`src/rtl/bp_pkg.sv`:
```
// Shared definitions for the branch predictor: counter encodings,
// saturating counter helpers and the BHT controller state type.
package bp_pkg;

    localparam logic [1:0] CNT_SNT = 2'b00;  // strongly not taken
    localparam logic [1:0] CNT_WNT = 2'b01;  // weakly not taken
    localparam logic [1:0] CNT_WT  = 2'b10;  // weakly taken
    localparam logic [1:0] CNT_ST  = 2'b11;  // strongly taken

    typedef enum logic [1:0] {
        INIT,
        IDLE,
        UPD_WR
    } bht_state_t;

    function automatic logic [1:0] sat_inc(input logic [1:0] c);
        return (c == CNT_ST) ? CNT_ST : c + 2'b01;
    endfunction

    function automatic logic [1:0] sat_dec(input logic [1:0] c);
        return (c == CNT_SNT) ? CNT_SNT : c - 2'b01;
    endfunction

endpackage

```
`src/rtl/bp_upd_fifo.sv`:
```
// Small synchronous FIFO holding resolved branches ({idx, taken}) until
// the BHT port is free. Flags are decoded from a registered occupancy count.
module bp_upd_fifo #(
    parameter int DEPTH = 4,
    parameter int W     = 7
) (
    input  logic         clk,
    input  logic         rst,
    input  logic         push_i,
    input  logic [W-1:0] din_i,
    input  logic         pop_i,
    output logic [W-1:0] dout_o,
    output logic         full_o,
    output logic         empty_o
);

    localparam int PW = $clog2(DEPTH);
    localparam logic [PW:0] FULL_CNT = DEPTH[PW:0];

    logic [W-1:0]  mem_q [DEPTH];
    logic [PW-1:0] wr_ptr_q;
    logic [PW-1:0] rd_ptr_q;
    logic [PW:0]   count_q;
    logic          do_push;
    logic          do_pop;

    assign full_o  = (count_q == FULL_CNT);
    assign empty_o = (count_q == '0);
    assign do_push = push_i && !full_o;
    assign do_pop  = pop_i && !empty_o;
    assign dout_o  = mem_q[rd_ptr_q];

    // Pointer and occupancy bookkeeping; push and pop together leave the count unchanged
    always_ff @(posedge clk or posedge rst) begin
        if (rst) begin
            wr_ptr_q <= '0;
            rd_ptr_q <= '0;
            count_q  <= '0;
        end else begin
            if (do_push) wr_ptr_q <= wr_ptr_q + 1'b1;
            if (do_pop)  rd_ptr_q <= rd_ptr_q + 1'b1;
            case ({do_push, do_pop})
                2'b10:   count_q <= count_q + 1'b1;
                2'b01:   count_q <= count_q - 1'b1;
                default: ;
            endcase
        end
    end

    // Storage array; contents are don't-care until written, so no reset
    always_ff @(posedge clk) begin
        if (do_push) mem_q[wr_ptr_q] <= din_i;
    end

endmodule

```
`src/rtl/bht_ctrl.sv`:
```
// Branch history table controller: one table port shared between IF lookups,
// the post-reset clear walk and queued read-modify-write counter updates.
module bht_ctrl #(
    parameter int IDX_W    = 6,
    parameter int PC_W     = 32,
    parameter int UQ_DEPTH = 4
) (
    input  logic            clk,
    input  logic            rst,
    input  logic            lu_valid,
    input  logic [PC_W-1:0] lu_pc,
    output logic            lu_ready,
    output logic            pred_valid,
    output logic            pred_taken,
    input  logic            upd_valid,
    input  logic [PC_W-1:0] upd_pc,
    input  logic            upd_taken,
    output logic            upd_ready,
    output logic            busy_init
);

    import bp_pkg::*;

    localparam int ENTRIES = 1 << IDX_W;

    bht_state_t       state_q, state_d;
    logic [IDX_W-1:0] init_cnt_q, init_cnt_d;
    logic [1:0]       bht_q [ENTRIES];

    logic             pred_valid_q;
    logic             pred_taken_q;
    logic [1:0]       rd_q;
    logic [IDX_W-1:0] hold_idx_q;
    logic             hold_taken_q;

    logic [IDX_W-1:0] lu_idx;
    logic [IDX_W-1:0] upd_idx;
    logic [IDX_W-1:0] head_idx;
    logic             head_taken;
    logic [IDX_W:0]   uq_dout;
    logic             uq_full;
    logic             uq_empty;
    logic             uq_push;

    logic             lu_acc;
    logic             pop;
    logic             we;
    logic [IDX_W-1:0] waddr;
    logic [1:0]       wdata;

    logic             unused_pc_bits;

    assign lu_idx         = lu_pc[IDX_W+1:2];
    assign upd_idx        = upd_pc[IDX_W+1:2];
    assign unused_pc_bits = ^{lu_pc[PC_W-1:IDX_W+2], lu_pc[1:0],
                              upd_pc[PC_W-1:IDX_W+2], upd_pc[1:0]};

    assign uq_push    = upd_valid && upd_ready;
    assign head_idx   = uq_dout[IDX_W:1];
    assign head_taken = uq_dout[0];

    bp_upd_fifo #(
        .DEPTH (UQ_DEPTH),
        .W     (IDX_W + 1)
    ) u_upd_fifo (
        .clk     (clk),
        .rst     (rst),
        .push_i  (uq_push),
        .din_i   ({upd_idx, upd_taken}),
        .pop_i   (pop),
        .dout_o  (uq_dout),
        .full_o  (uq_full),
        .empty_o (uq_empty)
    );

    // Port arbitration: a full queue is drained first, then lookups, then idle drains
    always_comb begin
        state_d    = state_q;
        init_cnt_d = init_cnt_q;
        lu_ready   = 1'b0;
        lu_acc     = 1'b0;
        pop        = 1'b0;
        we         = 1'b0;
        waddr      = init_cnt_q;
        wdata      = CNT_SNT;
        case (state_q)
            INIT: begin
                we         = 1'b1;
                waddr      = init_cnt_q;
                wdata      = CNT_SNT;
                init_cnt_d = init_cnt_q + 1'b1;
                if (&init_cnt_q) state_d = IDLE;
            end
            IDLE: begin
                if (uq_full) begin
                    pop     = 1'b1;
                    state_d = UPD_WR;
                end else if (lu_valid) begin
                    lu_ready = 1'b1;
                    lu_acc   = 1'b1;
                end else if (!uq_empty) begin
                    pop     = 1'b1;
                    state_d = UPD_WR;
                end else begin
                    lu_ready = 1'b1;
                end
            end
            UPD_WR: begin
                we      = 1'b1;
                waddr   = hold_idx_q;
                wdata   = hold_taken_q ? sat_inc(rd_q) : sat_dec(rd_q);
                state_d = IDLE;
            end
            default: begin
                state_d    = INIT;
                init_cnt_d = '0;
            end
        endcase
    end

    // Control state: FSM, clear-walk index and the prediction pulse
    always_ff @(posedge clk or posedge rst) begin
        if (rst) begin
            state_q      <= INIT;
            init_cnt_q   <= '0;
            pred_valid_q <= 1'b0;
            pred_taken_q <= 1'b0;
        end else begin
            state_q      <= state_d;
            init_cnt_q   <= init_cnt_d;
            pred_valid_q <= lu_acc;
            if (lu_acc) pred_taken_q <= bht_q[lu_idx][1];
        end
    end

    // Read half of the RMW: capture the popped entry and its current counter
    always_ff @(posedge clk) begin
        if (pop) begin
            rd_q         <= bht_q[head_idx];
            hold_idx_q   <= head_idx;
            hold_taken_q <= head_taken;
        end
    end

    // Single write port into the counter table
    always_ff @(posedge clk) begin
        if (we) bht_q[waddr] <= wdata;
    end

    assign pred_valid = pred_valid_q;
    assign pred_taken = pred_taken_q;
    assign upd_ready  = !uq_full;
    assign busy_init  = (state_q == INIT);

endmodule

```
`config.mk`:
```
export PLATFORM = sky130hd
export DESIGN_NAME = bht_ctrl
export DESIGN_NICKNAME = d
export VERILOG_FILES = /design/src/rtl/bp_pkg.sv /design/src/rtl/bp_upd_fifo.sv /design/src/rtl/bht_ctrl.sv
export SDC_FILE = /design/constraint.sdc
export NUM_CORES = 1
export LEC_CHECK = 0
export ABC_AREA = 1
export BUFFER_PORTS_ARGS = -buffer_cell sky130_fd_sc_hd__buf_2
export CAP_MARGIN = 15
export CELL_PAD_IN_SITES_DETAIL_PLACEMENT = 2
export CELL_PAD_IN_SITES_GLOBAL_PLACEMENT = 2
export CORE_AREA = 4 4 181 183
export DETAILED_ROUTE_END_ITERATION = 8
export DIE_AREA = 0 0 185 187
export PLACE_DENSITY_LB_ADDON = 0.08
export RECOVER_POWER = 25
export SETUP_SLACK_MARGIN = 0.2
export SYNTH_ARGS = -nofsm -noshare
export SYNTH_HDL_FRONTEND = slang
export SYNTH_HIERARCHICAL = 1
export SYNTH_SLANG_ARGS = --single-unit
```
`constraint.sdc`:
```
create_clock -name clk -period 3.47 [get_ports clk]
set_input_delay 0.694 -clock clk [delete_from_list [all_inputs] [get_ports clk]]
set_output_delay 0.694 -clock clk [all_outputs]
set_load 0.02 [all_outputs]
```
* Yosys cells after proc, flatten, opt, wreduce, memory -nomap -nowiden *
Memories as Yosys holds them, arrays and structs flattened. A register that Yosys moved wholly into a read port is not among the register bits.
Index checks and enable logic that the tools add are counted.

word-level totals
  bits in registers = 23
  RAM bits = 156
  output and inout bits = 5
  logic and storage cells = 67
  memories = 2

cells by class
  add/subtract/negate cells = 7
  equal/unequal tests = 9
  mux-type cells = 28
  reductions and logical operators = 13

memory list
  name              depth  bits a word  read ports  clocked after Yosys merged registers in  wr ports  line               text
  bht_q             64     2            2           2                                        1         bht_ctrl.sv:28     logic [1:0] bht_q [ENTRIES];
  u_upd_fifo.mem_q  4      7            1           0                                        1         bp_upd_fifo.sv:20  logic [W-1:0] mem_q [DEPTH];

operators by type and width
  operator               count
  $mux W1                16
  $mux W2                8
  $pmux W6 S2            1
  $add A2 B1 Y2 const B  3
  $add A6 B1 Y6 const B  1
  $eq A2 B2 Y1 const B   3
  $mux W6                1
  $ne A3 B2 Y1 const B   2
  $pmux W2 S3            1
  $pmux W3 S2            1
  $reduce_and A6 Y1      1
  $eq A2 B1 Y1 const B   2
  $logic_not A2 Y1       2
  $reduce_or A2 Y1       2
  $add A3 B1 Y3 const B  1
  $eq A3 B3 Y1 const B   1
  $logic_and A1 B1 Y1    3
  $logic_not A3 Y1       1
  $reduce_and A3 Y1      1
  $sub A3 B1 Y3 const B  1
  $logic_not A1 Y1       2
  $ne A2 B1 Y1 const B   1
  $reduce_bool A2 Y1     1
  $sub A2 B1 Y2 const B  1

* Logic depth before layout (Yosys ltp) *
Gate-level depths: netlist of run 1.

  word-level depth = 8
  mapped depth = 17

* Modules after synthesis *
The synthesis of run 1 kept the hierarchy.

by module, submodules not included
  module       instances  cells an instance  area an instance (um^2)  sequential area each (um^2)
  bht_ctrl     1          729                6994.2                   4364.2
  bp_upd_fifo  1          144                1601.5                   1016.0

* Least setup slack after synthesis of run 1 *
No wires, ideal clock.

  kind = register to register
  from = register state_q[0]
  to = memory bht_q[0][0], data pin
  setup time = 0.548 ns
  arrival time = 2.571 ns
  slack = 0.351 ns
  cell stages (with the launch flop) = 5
  path through = dfrtp_1 > inv_1 > ha_1 > o21ai_0 > a21oi_1

between the ends
  cells in the longest elaborated chain, start to end = 2

ends and longest elaborated chain
  item                      line             text
  start: declaration        bht_ctrl.sv:26   bht_state_t state_q, state_d;
  start signal: assignment  bht_ctrl.sv:129  state_q <= state_d;
  $eq A2 B2 Y1              bht_ctrl.sv:86   case (state_q)
  $mux W2                   bht_ctrl.sv:86
  net wdata[0]              bht_ctrl.sv:49   logic [1:0] wdata;
  end: declaration          bht_ctrl.sv:28

The timed path passes the listed nets, and every way through them passes these cells.

* Worst setup path after layout of run 1 *
  from = register u_upd_fifo.rd_ptr_q[0]
  to = register rd_q[0] (read register of bht_q), data pin

between the ends
  cells in the longest elaborated chain, start to end = 1

ends and longest elaborated chain
  item                      line               text
  start: declaration        bp_upd_fifo.sv:22  logic [PW-1:0] rd_ptr_q;
  start signal: assignment  bp_upd_fifo.sv:41  if (do_pop) rd_ptr_q <= rd_ptr_q + 1'b1;
  $mem_v2 Z4 W7             n/a
  net uq_dout[2]            bht_ctrl.sv:40     logic [IDX_W:0] uq_dout;
  end: declaration          bht_ctrl.sv:32     logic [1:0] rd_q;

The timed path passes the listed nets, and every way through them passes these cells.
A chain may end at the register's enable or synchronous reset.

==> results of run 1 <==
-- layer usage --
metal  global-route usage  vias up
met5                    0        -
met4               0.0463        0
met3               0.0274       27
met2                0.302       83
met1                0.210     3349
li1                     -     3058
-- state kept, by name, summed over array words and instances (netlist names), 2 cells and up --
register	count
rd_q	2
u_upd_fifo/count_q	3
u_upd_fifo/mem_q	28
state_q	2
hold_idx_q	6
init_cnt_q	6
u_upd_fifo/wr_ptr_q	2
u_upd_fifo/rd_ptr_q	2
bht_q	128
-- path summary, 6_finish.rpt --
| check | to | slack (ns) | startpoint | depth (start not counted) |
|---|---|---|---|---|
| worst min-delay path | u_upd_fifo/count_q[0]$_DFFE_PP0P_ | 0.20 | rst | 2 |
| worst max-delay path | rd_q[0]$_DFFE_PP_ | 0.51 | u_upd_fifo/rd_ptr_q[0]$_DFFE_PP0P_ | 14 |
| worst min register to register | u_upd_fifo/count_q[0]$_DFFE_PP0P_ | 0.49 | u_upd_fifo/count_q[0]$_DFFE_PP0P_ | 1 |
| min in group clk | u_upd_fifo/count_q[0]$_DFFE_PP0P_ | 0.49 | u_upd_fifo/count_q[0]$_DFFE_PP0P_ | 1 |
| worst max register to register | rd_q[0]$_DFFE_PP_ | 0.51 | u_upd_fifo/rd_ptr_q[0]$_DFFE_PP0P_ | 14 |
| max in group asynchronous | init_cnt_q[0]$_DFFE_PP0N_ | 2.92 | rst | 2 |
-- layout by cell type, fill, tap and decap left out, drive strengths merged --
cell	synthesis	layout
o22ai	28	28
nand3b	1	1
edfxtp	165	165
fa	1	1
clkinvlp	0	1
clkbuf	6	28
nor2	134	134
dfrtp	17	17
o21ai	78	78
o211ai	14	14
nand4	9	9
ha	10	10
inv	73	83
nand2	195	195
buf	33	39
nor3b	1	1
nand3	93	93
clkinv	0	4
a21oi	14	14
xnor2	1	1
-- critical path: stages (launching register included) --
cell and delay, ns:
dfrtp_1 0.41, inv_2 0.27, nand2_1 0.09, o211ai_1 0.09
nand2_1 0.44, inv_2 0.18, buf_4 0.34, o21ai_0 0.15
o22ai_1 0.22, nand2_1 0.08, nand2_1 0.13, nand2_1 0.06
nand3_1 0.09, nand3_1 0.08, nand2_1 0.14
-- report_power, final --
group	internal (µW)	switching (µW)	total, µW
clock	968	975	1940
sequential	2470	44.2	2520
combinational	270	670	940
-- cells by family (layout without fill, tap and decap cells) --
group           after synthesis  in the layout
buf+inv                     112            155
flops                       182            182
simple gates                433            433
xor+xnor                      1              1
fa+ha+maj                    11             11
compound gates              134            134
-- layout make-up --
cell class | count | area (µm²) | area share
clock buffers | 17 | 425 | 0.0435
clock inverters | 15 | 158 | 0.0161
inverters | 73 | 277 | 0.0283
multi-input cells | 579 | 2710 | 0.277
flip-flops and latches | 182 | 5380 | 0.550
well taps | 402 | 503 | 0.0514
repair buffers | 50 | 330 | 0.0338
-- through the flow --
stage / hold slack, ns / util
2_1_floorplan: 0.466 / -
3_3_place_gp: 0.463 / 0.295
3_5_place_dp: 0.471 / 0.295
4_1_cts: 0.190 / 0.314
5_1_grt: 0.198 / 0.313
6_report: 0.196 / 0.313
==> impl_metrics.csv, run 1 <==
group,metric,value,unit
global_routing,grt_pass1_vias,7392,
synth,syn-cell-area,0.00860,mm²
power_and_ir_drop,ir_worst_vdd,0.000243,V
layout,areaGrowthSynthToFinish,13.8,%
placed_design,dp_hpwl,19100,µm
drt,first_pass_iters,5,
floorplan,die_y,187,µm
synth,yosys.cell_types.count,26,
global_routing,grt_pass1_wl,43900,µm
placed_design,placed_area,0.00922,mm²
floorplan,die-area,0.0346,mm²
setup_path,cp-start-kind,"flip-flop",
layout,n_antenna_cell,0,
drt,vias,6517,
global_routing,grtUsageTotal,0.169,
sta,fin_worst_skew,0.0127,ns
placed_design,port_buffers,21,
sta,max_slew_margin,0.0973,
sta,fin_setup_tns,0,ns
sta,rsz0062_at_grt,"false",
setup_path,crit_arrival,3.24,ns
power_and_ir_drop,p_leak,0.00356,µW
layout,final_cells,1318,
sta,timing.final.ws_setup,0.513,ns
layout,drive_above_1_share,0.0950,
drt,wire_per_inst,21.8,µm
synth,avgSynthCellArea,9.85,µm²
power_and_ir_drop,p_per_area,552,mW/mm²
clock_tree,clock-sinks,182,
drt,viasPerCell,4.94,
drt,drt-total-wl,28700,µm
placed_design,gp_congestion,0.778,
placed_design,post-place-ws,0.520,ns
synth,netlist.area_leader.share,0.576,
drt,highest_layer,"met4",
drt,drtIter0Drc,246,
drt,ant_nets,0,
synth,yosysSeqAreaShare,0.626,
synth,synth_compound_area_frac,0.0891,
power_and_ir_drop,total_power,5400,µW
floorplan,die_x,185,µm
synth,synth-main-ff-cell,"edfxtp_1",
synth,ys_async_sr_fraction,0.0934,
global_routing,grt_remaining_overflow,0,
floorplan,row_count,65,
drt,wl_met1,12700,µm
setup_path,path_max_fanout,21,
setup_path,required,3.75,ns
synth,synth_commonest_cells,"nand2_1 (195), edfxtp_1 (165), nor2_1 (134)",
clock_tree,clkLatencyLatePin,0.44,ns
status,run_status,"completed",
clock_tree,cts_htree_levels,4,
synth,synth_warnings,6,
clock_tree,clockRootBuffer,"clkbuf_16",
setup_path,crit_type,"flip-flop to flip-flop",
sta,fmax,0.338,GHz
synth,synth_top_family_by_area,"simple AND/OR/NAND/NOR gates",
job,drv_cap,0,
global_routing,grt_antenna_before_repair,0,
layout,fin_area,0.00979,mm²
sta,setup_viol,0,
clock_tree,numCtsBuffers,17,
synth,yosys.area_share.adder,0.0169,
floorplan,ios,74,
synth,ys_seq_elements,182,
sta,drv_slew,0,
floorplan,start_util,0.275,
clock_tree,clockBufferDepth,2,
setup_path,cp-end-kind,"flip-flop",
clock_tree,cts_resized,0,
synth,synth_edf_count,165,
synth,syn_nets,953,
layout,finalNetCount,983,
synth,synth-simple-area-share,0.206,
synth,syn_inst,873,
placed_design,dp_cells,1286,
synth,synth_xor_area_frac,0.00102,
synth,synthTopCellsByArea,"edfxtp_1 (58%), nand2_1 (8.5%), nor2_1 (5.9%)",
synth,synth.area.mux_share,0,
clock_tree,path_clk_slew,0.08,ns
drt,met2_length,15000,µm
sta,fin_crit_sh,0.852,
floorplan,coreArea,0.0312,mm²
drt,met3_length,570,µm
synth,post-synth-top-count-cell,"nand2_1",
clock_tree,cts_setup_buffers,0,
global_routing,grt_start_max_net_pins,65,
sta,finalHoldViolations,0,
worst_hold_path,hold_class,"input pin to asynchronous set/reset pin",
sta,fin_crit,2.96,ns
layout,nFillCells,3466,
clock_tree,postCtsHoldBufs,0,
clock_tree,cts_tree,"yes",
synth,synth_area_leader_cell,"edfxtp_1",
drt,route.detailed.drc,0,
sta,worstMarginPinSlew,1.35,ns
Power figures use the tool's default switching activity.
==> run 2, diff against run 1 <==
--- a/config.mk
+++ b/config.mk
@@ -13,7 +13,7 @@
 export CORE_AREA = 4 4 181 183
 export DETAILED_ROUTE_END_ITERATION = 8
 export DIE_AREA = 0 0 185 187
-export PLACE_DENSITY_LB_ADDON = 0.08
+export PLACE_DENSITY = 0.6
 export RECOVER_POWER = 25
 export SETUP_SLACK_MARGIN = 0.2
 export SYNTH_ARGS = -nofsm -noshare
==> impl_metrics.csv, run 2 (synthesized netlist as in run 1, its figures left out) <==
group,metric,value,unit
status,run_status,"completed",
layout,drive_above_1_share,0.0920,
drt,vias,6327,
clock_tree,cts_htree_levels,4,
power_and_ir_drop,power_frac_seq,0.469,
power_and_ir_drop,clkPwrFrac,0.363,
layout,final_cell_mix,"nand2_1 (194), edfxtp_1 (165), nor2_1 (133)",
global_routing,grtUsageTotal,0.156,
setup_path,path_max_fanout,29,
floorplan,start_util,0.275,
sta,fin_crit,2.98,ns
clock_tree,clock-sinks,182,
global_routing,grt_pass1_vias,6810,
sta,finalHoldViolations,0,
layout,final_cells,1316,
job,drv_cap,0,
global_routing,grt_remaining_overflow,0,
clock_tree,cts_tree,"yes",
clock_tree,path_clk_slew,0.08,ns
power_and_ir_drop,p_per_area,549,mW/mm²
sta,rsz0062_at_grt,"false",
layout,largest-register,"bht_q",
power_and_ir_drop,swShare,0.299,
power_and_ir_drop,combPwrFrac,0.169,
clock_tree,clkLatencyLatePin,0.44,ns
floorplan,die-area,0.0346,mm²
floorplan,coreArea,0.0312,mm²
setup_path,crit_type,"flip-flop to flip-flop",
sta,max_slew_margin,0.0998,
sta,fin_setup_tns,0,ns
floorplan,die_y,187,µm
sta,fin_worst_skew,0.0111,ns
sta,drv_slew,0,
power_and_ir_drop,p_switching,1610,µW
drt,route.detailed.drc,0,
drt,ant_nets,0,
drt,viasPerCell,4.81,
floorplan,die_x,185,µm
setup_path,required,3.75,ns
setup_path,crit_arrival,3.27,ns
placed_design,port_buffers,21,
setup_path,cp-start-kind,"flip-flop",
global_routing,grt_pass1_wl,40500,µm
clock_tree,clockBufferDepth,2,
power_and_ir_drop,ir_worst_vdd,0.000271,V
clock_tree,clockRootBuffer,"clkbuf_16",
layout,fin_util,0.313,
drt,wire_per_inst,20.1,µm
layout,reg_top3,"bht_q: 128 flops, u_upd_fifo/mem_q: 28 flops",
global_routing,grt_start_max_net_pins,65,
drt,drt-total-wl,26400,µm
global_routing,grt_antenna_before_repair,1,
clock_tree,postCtsHoldBufs,0,
sta,fin_crit_sh,0.860,
placed_design,dp_hpwl,17300,µm
placed_design,gp_congestion,0.707,
sta,fmax,0.335,GHz
layout,areaGrowthSynthToFinish,13.6,%
power_and_ir_drop,p_leak,0.00355,µW
layout,largest_register_ffs,128,
clock_tree,numCtsBuffers,17,
setup_path,cp-end-kind,"flip-flop",
placed_design,dp_cells,1283,
layout,layout_commonest_cell,"nand2_1",
power_and_ir_drop,total_power,5360,µW
power_and_ir_drop,internal_power,3760,µW
layout,finalNetCount,980,
drt,drtIter0Drc,181,
drt,first_pass_iters,4,
setup_path,rrSetupSlack,0.49,ns
floorplan,row_count,65,
clock_tree,cts_resized,0,
floorplan,ios,74,
sta,setup_viol,0,
worst_hold_path,hold_class,"input pin to asynchronous set/reset pin",
clock_tree,cts_setup_buffers,0,
sta,worstMarginPinSlew,1.35,ns
==> run 2: metrics by stage <==
stage               setup WS (ns)  area (µm²)  hold slack [ns]
floorplan                   0.351        8600            0.466
global placement            0.647        9210            0.482
detailed placement          0.585        9210            0.485
CTS                         0.523        9800            0.185
global route                0.280        9760            0.211
finish                      0.486        9760            0.204
==> run 2: final cells by class <==
cell class / count / area, µm²
Antenna cell: 1 / 2.50
Clock buffer: 17 / 425
Clock inverter: 15 / 160
Fill cell: 3488 / 21500
Inverter: 73 / 277
Multi-Input combinational cell: 579 / 2710
Sequential cell: 182 / 5380
Tap cell: 402 / 503
Timing Repair Buffer: 47 / 308
==> run 2: layer usage <==
metal	global-route usage	vias to the layer above	part of all wire
li1	-	3058	-
met1	0.202	3178	0.46
met2	0.267	64	0.50
met3	0.0288	25	0.022
met4	0.0440	2	0.015
met5	0	-	0.00042
==> run 2: final timing paths <==
path,start,end,cells past startpoint
max,u_upd_fifo/rd_ptr_q[0]$_DFFE_PP0P_,rd_q[0]$_DFFE_PP_,10
min,rst,u_upd_fifo/count_q[1]$_DFFE_PP0P_,2
max reg2reg,u_upd_fifo/rd_ptr_q[0]$_DFFE_PP0P_,rd_q[0]$_DFFE_PP_,10
min reg2reg,u_upd_fifo/count_q[0]$_DFFE_PP0P_,u_upd_fifo/count_q[0]$_DFFE_PP0P_,1
max in group asynchronous,rst,init_cnt_q[4]$_DFFE_PP0N_,2
min in group clk,u_upd_fifo/count_q[0]$_DFFE_PP0P_,u_upd_fifo/count_q[0]$_DFFE_PP0P_,1
==> run 2: critical path, cell delays in order, from the launching register on <==
cell      delay [ns]
dfrtp_1         0.42
inv_2           0.39
o211ai_1        0.14
nand2_1         0.11
clkbuf_1        0.99
nand3_1         0.22
nand2_1         0.18
a21oi_1         0.08
o21ai_1         0.09
nand3_1         0.09
nand2_1         0.13
==> run 2: power by group through the flow <==
stage | sequential [µW] | combinational, µW | clock (µW)
4_1_cts | 2520 | 935 | 2000
6_report | 2510 | 905 | 1950
5_1_grt | 2530 | 1030 | 2090
3_5_place_dp | 2560 | 929 | 0
2_1_floorplan | 2550 | 613 | 0
3_3_place_gp | 2560 | 916 | 0
